$ cat src/rtl/riscv_ctrl_pkg.sv
// Shared encodings for the multicycle control unit: opcodes, FSM states,
// ALU control codes and trap causes.
package riscv_ctrl_pkg;

  localparam logic [6:0] OPC_LOAD   = 7'b0000011;
  localparam logic [6:0] OPC_STORE  = 7'b0100011;
  localparam logic [6:0] OPC_OP     = 7'b0110011;
  localparam logic [6:0] OPC_OP_IMM = 7'b0010011;
  localparam logic [6:0] OPC_BRANCH = 7'b1100011;

  typedef enum logic [2:0] {
    ST_FETCH  = 3'd0,
    ST_DECODE = 3'd1,
    ST_EXEC   = 3'd2,
    ST_MEM    = 3'd3,
    ST_WB     = 3'd4,
    ST_TRAP   = 3'd5
  } state_t;

  localparam logic [1:0] ALU_ADD   = 2'b00;
  localparam logic [1:0] ALU_SUB   = 2'b01;
  localparam logic [1:0] ALU_FUNCT = 2'b10;

  localparam logic [1:0] CAUSE_NONE    = 2'b00;
  localparam logic [1:0] CAUSE_ILLEGAL = 2'b01;
  localparam logic [1:0] CAUSE_IMEM    = 2'b10;
  localparam logic [1:0] CAUSE_DMEM    = 2'b11;

  // True for the five opcodes this controller knows how to sequence.
  function automatic logic is_legal_op(input logic [6:0] op);
    return (op == OPC_LOAD) || (op == OPC_STORE) || (op == OPC_OP) ||
           (op == OPC_OP_IMM) || (op == OPC_BRANCH);
  endfunction

endpackage

$ cat src/rtl/mem_wait_timer.sv
// Counts cycles a memory request waits for ready. expired fires in the
// cycle the count would reach MEM_TIMEOUT while ready is still low, so a
// ready arriving in that same cycle still completes the access.
module mem_wait_timer #(
  parameter int MEM_TIMEOUT = 15
) (
  input  logic clk,
  input  logic clear,
  input  logic busy,
  input  logic ready,
  output logic expired
);

  localparam int W = $clog2(MEM_TIMEOUT + 1);

  logic [W-1:0] cnt;

  // Clear on state entry / reset, otherwise count each waiting cycle.
  always_ff @(posedge clk) begin
    if (clear) begin
      cnt <= '0;
    end else if (busy && !ready) begin
      cnt <= cnt + W'(1);
    end
  end

  assign expired = busy && !ready && (cnt == W'(MEM_TIMEOUT - 1));

endmodule

$ cat src/rtl/multicycle_ctrl.sv
// Multicycle RISC-V style main controller: FETCH/DECODE/EXEC/MEM/WB with a
// sticky TRAP state for illegal opcodes and memory timeouts.
//
// Memory handshake: imem_req/dmem_req are held high for as long as the FSM
// sits in FETCH/MEM; the access completes in the first cycle the matching
// ready is sampled high at the rising edge. Ready while no request is
// outstanding is ignored.
module multicycle_ctrl
  import riscv_ctrl_pkg::*;
#(
  parameter int MEM_TIMEOUT = 15
) (
  input  logic        clk,
  input  logic        reset,
  input  logic [6:0]  imem_rdata_op,
  input  logic        imem_ready,
  input  logic        dmem_ready,
  output logic        imem_req,
  output logic        dmem_req,
  output logic        dmem_we,
  output logic [1:0]  alu_op,
  output logic        alu_src_b,
  output logic        ir_write,
  output logic        pc_write,
  output logic        pc_cond_write,
  output logic        reg_write,
  output logic        mem_to_reg,
  output logic        trap,
  output logic [1:0]  trap_cause,
  output logic [31:0] instret,
  output state_t      state_dbg
);

  state_t      state, state_next;
  logic [6:0]  opcode_q;
  logic [1:0]  cause_next;
  logic        timer_clear, timer_busy, timer_ready, timer_expired;

  assign timer_busy  = (state == ST_FETCH) || (state == ST_MEM);
  assign timer_ready = (state == ST_FETCH) ? imem_ready : dmem_ready;
  assign timer_clear = reset || (state_next != state);

  mem_wait_timer #(.MEM_TIMEOUT(MEM_TIMEOUT)) u_timer (
    .clk     (clk),
    .clear   (timer_clear),
    .busy    (timer_busy),
    .ready   (timer_ready),
    .expired (timer_expired)
  );

  // State, latched opcode, retired count and trap cause.
  always_ff @(posedge clk) begin
    if (reset) begin
      state      <= ST_FETCH;
      opcode_q   <= '0;
      instret    <= '0;
      trap_cause <= CAUSE_NONE;
    end else begin
      state      <= state_next;
      trap_cause <= cause_next;
      if (state == ST_FETCH && imem_ready) begin
        opcode_q <= imem_rdata_op;
      end
      if (state_next == ST_FETCH &&
          (state == ST_EXEC || state == ST_MEM || state == ST_WB)) begin
        instret <= instret + 32'd1;
      end
    end
  end

  // Next-state and Moore outputs; reset forces every strobe low.
  always_comb begin
    state_next    = state;
    cause_next    = trap_cause;
    imem_req      = 1'b0;
    dmem_req      = 1'b0;
    dmem_we       = 1'b0;
    alu_op        = ALU_ADD;
    alu_src_b     = 1'b0;
    ir_write      = 1'b0;
    pc_write      = 1'b0;
    pc_cond_write = 1'b0;
    reg_write     = 1'b0;
    mem_to_reg    = 1'b0;
    unique case (state)
      ST_FETCH: begin
        imem_req = 1'b1;
        if (imem_ready) begin
          ir_write   = 1'b1;
          pc_write   = 1'b1;
          state_next = ST_DECODE;
        end else if (timer_expired) begin
          state_next = ST_TRAP;
          cause_next = CAUSE_IMEM;
        end
      end
      ST_DECODE: begin
        if (is_legal_op(opcode_q)) begin
          state_next = ST_EXEC;
        end else begin
          state_next = ST_TRAP;
          cause_next = CAUSE_ILLEGAL;
        end
      end
      ST_EXEC: begin
        if (opcode_q == OPC_OP) begin
          alu_op     = ALU_FUNCT;
          state_next = ST_WB;
        end else if (opcode_q == OPC_OP_IMM) begin
          alu_op     = ALU_FUNCT;
          alu_src_b  = 1'b1;
          state_next = ST_WB;
        end else if (opcode_q == OPC_LOAD || opcode_q == OPC_STORE) begin
          alu_src_b  = 1'b1;
          state_next = ST_MEM;
        end else if (opcode_q == OPC_BRANCH) begin
          alu_op        = ALU_SUB;
          pc_cond_write = 1'b1;
          state_next    = ST_FETCH;
        end else begin
          // Unreachable: DECODE filters illegal opcodes.
          state_next = ST_TRAP;
          cause_next = CAUSE_ILLEGAL;
        end
      end
      ST_MEM: begin
        dmem_req = 1'b1;
        dmem_we  = (opcode_q == OPC_STORE);
        if (dmem_ready) begin
          state_next = (opcode_q == OPC_LOAD) ? ST_WB : ST_FETCH;
        end else if (timer_expired) begin
          state_next = ST_TRAP;
          cause_next = CAUSE_DMEM;
        end
      end
      ST_WB: begin
        reg_write  = 1'b1;
        mem_to_reg = (opcode_q == OPC_LOAD);
        state_next = ST_FETCH;
      end
      default: begin
        state_next = ST_TRAP;
      end
    endcase
    if (reset) begin
      imem_req      = 1'b0;
      dmem_req      = 1'b0;
      dmem_we       = 1'b0;
      alu_op        = ALU_ADD;
      alu_src_b     = 1'b0;
      ir_write      = 1'b0;
      pc_write      = 1'b0;
      pc_cond_write = 1'b0;
      reg_write     = 1'b0;
      mem_to_reg    = 1'b0;
    end
  end

  assign trap      = (state == ST_TRAP);
  assign state_dbg = state;

endmodule

$ cat config.mk
export PLATFORM = sky130hd
export DESIGN_NAME = multicycle_ctrl
export DESIGN_NICKNAME = d
export VERILOG_FILES = /design/src/rtl/riscv_ctrl_pkg.sv /design/src/rtl/mem_wait_timer.sv /design/src/rtl/multicycle_ctrl.sv
export SDC_FILE = /design/constraint.sdc
export NUM_CORES = 1
export LEC_CHECK = 0
export ABC_AREA = 1
export CELL_PAD_IN_SITES_DETAIL_PLACEMENT = 0
export CELL_PAD_IN_SITES_GLOBAL_PLACEMENT = 1
export CORE_UTILIZATION = 34
export CTS_BUF_LIST = sky130_fd_sc_hd__clkbuf_2
export DETAILED_ROUTE_END_ITERATION = 10
export GPL_ROUTABILITY_DRIVEN = 0
export HOLD_SLACK_MARGIN = 0.03
export PLACE_DENSITY_LB_ADDON = 0.1
export SLEW_MARGIN = 20
export SYNTH_ARGS = -nofsm -noshare
export SYNTH_HDL_FRONTEND = slang
export SYNTH_SLANG_ARGS = --single-unit
export TNS_END_PERCENT = 30
$ cat constraint.sdc
create_clock -name clk -period 1.5 [get_ports clk]
set_input_delay 0.375 -clock clk [delete_from_list [all_inputs] [get_ports clk]]
set_output_delay 0.375 -clock clk [all_outputs]
set_load 0.005 [all_outputs]
==> impl_results.md <==
- Outcome: complete, but fails checks
- Failing checks: negative setup slack
- Mean post-synth cell area: 6.606 um^2
- Crit path arrival time: 2.33 ns
- Hold path cells: 3
- Global-route wire length before repair: 17.97 mm
- Drt drc: 0
- Initial antenna violation count: 0
- Dpl cells: 756
- First-iteration detailed-routing DRC count: 185
- Library cells used by synthesis: 33
- IO Count: 60
- Final min period: around 1.9 ns
- Slowest-stage cell, CP: dfxtp_4
- Vias in the first global route: 3713
- Hold endpoint: opcode_q[0]
- Pin count of the biggest net entering global routing: 37
- DP HPWL: 7.731 mm
- Bufs and invs on worst path: 5
- Register area: 1060 um^2
- Core area: 9240 um^2
- Syn. warnings: 0
- Worst-path cell chain: inv_6 > buf_4 > nand3_4 > buf_6 > nand2_2 > nor2_4 > nand3_4 > nor2_8 > buf_6 > clkbuf_16 > nand4_1 > a21oi_2
- Avg WL per Cell: roughly 15 um
- Sequential element share of the synthesized area: 29.69%
- Critical path endpoint category: flop
- Final non-filler cell total: 802
- Share of cells above drive strength 1: 50.52%
- Reg2Reg Launch Point: state_dbg[2]
- Routed WL: 11.75 mm
- Die area: 9914 um^2
- Die Y-Extent: about 100 um
- Worst endpoint required time: 1.90 ns
- Post-Syn Instances: 490
- Inserted Diodes: 0
- Worst hold path type: input pin to flop
- CTS sink count: 48
- Synth top area cells: dfxtp_1 30%, nand2_1 17%, nor2_1 8.9%
- Vias per std cell: 4.945
- Setup ws final: -0.4298 ns
- Port bufs: 59
- Fmax: 0.5182 GHz
- Syn Nets: 504
- CP peak stage delay: between 0.4 and 0.5 ns
- Slew headroom: 62.05%
- CP startpoint kind: flop
- Mapped cell area: 3237 um^2
- Final hold violation count: 0
- Worst Max-Slew Pin Slew: 0.5692 ns
- Total CTS buffers: 5
- First-pass iteration count of the detailed router: 4
- Min-delay src: imem_rdata_op[0]
- Worst-skew pair later-pin latency: 0.45 ns
- Max Slew Vio Count: 0
- Total Routing Usage GR: 22.97%
- CTS tree: built
- Setup violators final: 57
- Net count reported at finish: a little under 700
- Leak pwr: 2.358 nW
- Initial Util: 35.03%
- Clock buffer depth: 2
- Final period utilization: 128.7%
- Crit-path max FO: 5
- Reg2Reg Capture Point: instret[1]
- DR vias: 3966
- Filler cell count in the final layout: 877
- Peak supply drop: 418.4 uV
- Unrepaired setup endpoints after global routing: true
- Share of the synthesized area in the top cell type: 29.69%
- Worst R2R Setup Slack: -0.43 ns
- Root Driver: clkbuf_2
- Yosys reg bits: 48
- R2R depth: 12
- Die width: 99.57 um
- Clock skew: 0.01026 ns
- Total grt overflow: 0
- Pre-CTS setup slack: -0.5654 ns
- Post-route ant nets: 0
- Pwr/cell area: 567.3 nW/um^2
- Multi-input logic area: roughly 2400 um^2
- Fin Hold WS: 0.4377 ns
- Clock-pin slew on the worst setup and hold paths: 0.27 ns
- H-tree depth: 2
- Rows: 35
- Max-cap viol count: 0
- Kind of critical path: flop to flop
- Cell taking the most area after synthesis: dfxtp_1
- CP top delay family: buffers and inverters
- Area grow syn2layout: 70.82%
[per-stage QoR]
step	utilization, %	power (mW)	cell area (um^2)	setup TNS (ns)
2_1_floorplan	-	1.790	3262	-1.355
3_3_place_gp	50.32	2.130	4649	-25.35
3_5_place_dp	50.32	2.131	4649	-25.97
4_1_cts	54.50	2.967	5036	-18.08
5_1_grt	59.84	3.255	5529	-23.84
6_report	59.84	3.137	5529	-18.50
[worst max-delay path by stage]
stage                  from          to  cells after the start
6_report       state_dbg[2]  instret[1]                     12
2_1_floorplan  state_dbg[2]   alu_op[0]                      6
3_3_place_gp     imem_ready    ir_write                      4
4_1_cts         opcode_q[0]   alu_src_b                      7
3_5_place_dp     imem_ready  instret[6]                     11
5_1_grt         opcode_q[1]   alu_src_b                      7
[report_power, final]
part	switching [mW]	internal, mW
combinational	0.547	0.506
sequential	0.0313	1.29
clock	0.475	0.286
total	1.05	2.08
[worst reg2reg max path, delay by kind of cell, from the launching register on]
kind | cells | cell delay [ns]
buf+inv | 5 | 0.65
compound gates | 1 | 0.16
flops | 1 | 0.44
simple gates | 6 | 0.65
[layer usage]
layer	GRT usage, %	share of wire [%]	up-vias
met4	7.127	2.1	0
met1	29.64	45	1869
met5	0	0	-
met2	39.74	48	104
li1	-	-	1974
met3	3.022	4.8	19
[state kept, by name, summed over array words and instances, names as in the netlist]
name         cells
opcode_q         7
instret         32
state_dbg        3
trap_cause       2
u_timer.cnt      4
[final cells by class]
class / count / area share (%)
multi-input cells: 389 / 42.93
repair buffers: 195 / 31.39
flip-flops and latches: 48 / 19.17
well taps: 129 / 2.919
inverters: 33 / 2.421
clock inverters: 2 / 0.6336
clock buffers: 6 / 0.5431
[cells in the mapped netlist (all sizes together)]
cell type / n
a21oi: 41
a31oi: 1
a41oi: 1
and3: 1
buf: 14
clkbuf: 6
dfxtp: 48
ha: 3
inv: 33
nand2: 165
nand3: 12
nand3b: 16
nand4: 33
nor2: 83
nor3: 4
nor4: 1
o211ai: 1
o21ai: 9
xnor2: 6
xor2: 12
[cells in the final DEF (no fill, tap or decap), types with 2 or more instances in the layout]
cell type          n
nor2_2             3
clkbuf_16          4
buf_4             94
buf_6             47
xor2_1            12
inv_4              2
clkbuf_2          13
nand4_1           33
inv_1             22
nand3_1            3
clkdlybuf4s50_1    9
nor2_4            11
nand3_4            6
nand2_4           22
nand3_2            3
nor2_1            68
a21oi_1           16
dfxtp_1            5
buf_2             24
ha_1               2
nand2_1          125
nand2_2           18
dfxtp_2           25
nor3_4             2
a21oi_2           24
dfxtp_4           18
buf_12             5
inv_2              8
xnor2_1            6
clkdlybuf4s15_1    4
nand3b_1          16
o21ai_0            7
[kinds of logic (layout without fill, tap and decap cells)]
group	count (synthesis)	after routing	share of synthesized area, %
xor+xnor	18	18	4.870
compound gates	53	53	9.935
flops	48	48	29.69
buf+inv	53	236	8.581
fa+ha+maj	3	3	1.160
simple gates	315	315	45.77
[what timing repair did]
item / 4_1_cts / 5_1_grt
resized for setup: 259 / 117
setup endpoints to repair: 90 / 84
pin swaps: 33 / 33
buffers inserted: 26 / 8
gates cloned: 0 / 6
hold buffers: 0 / 0
Note: power is estimated with default switching activity, not from simulation.
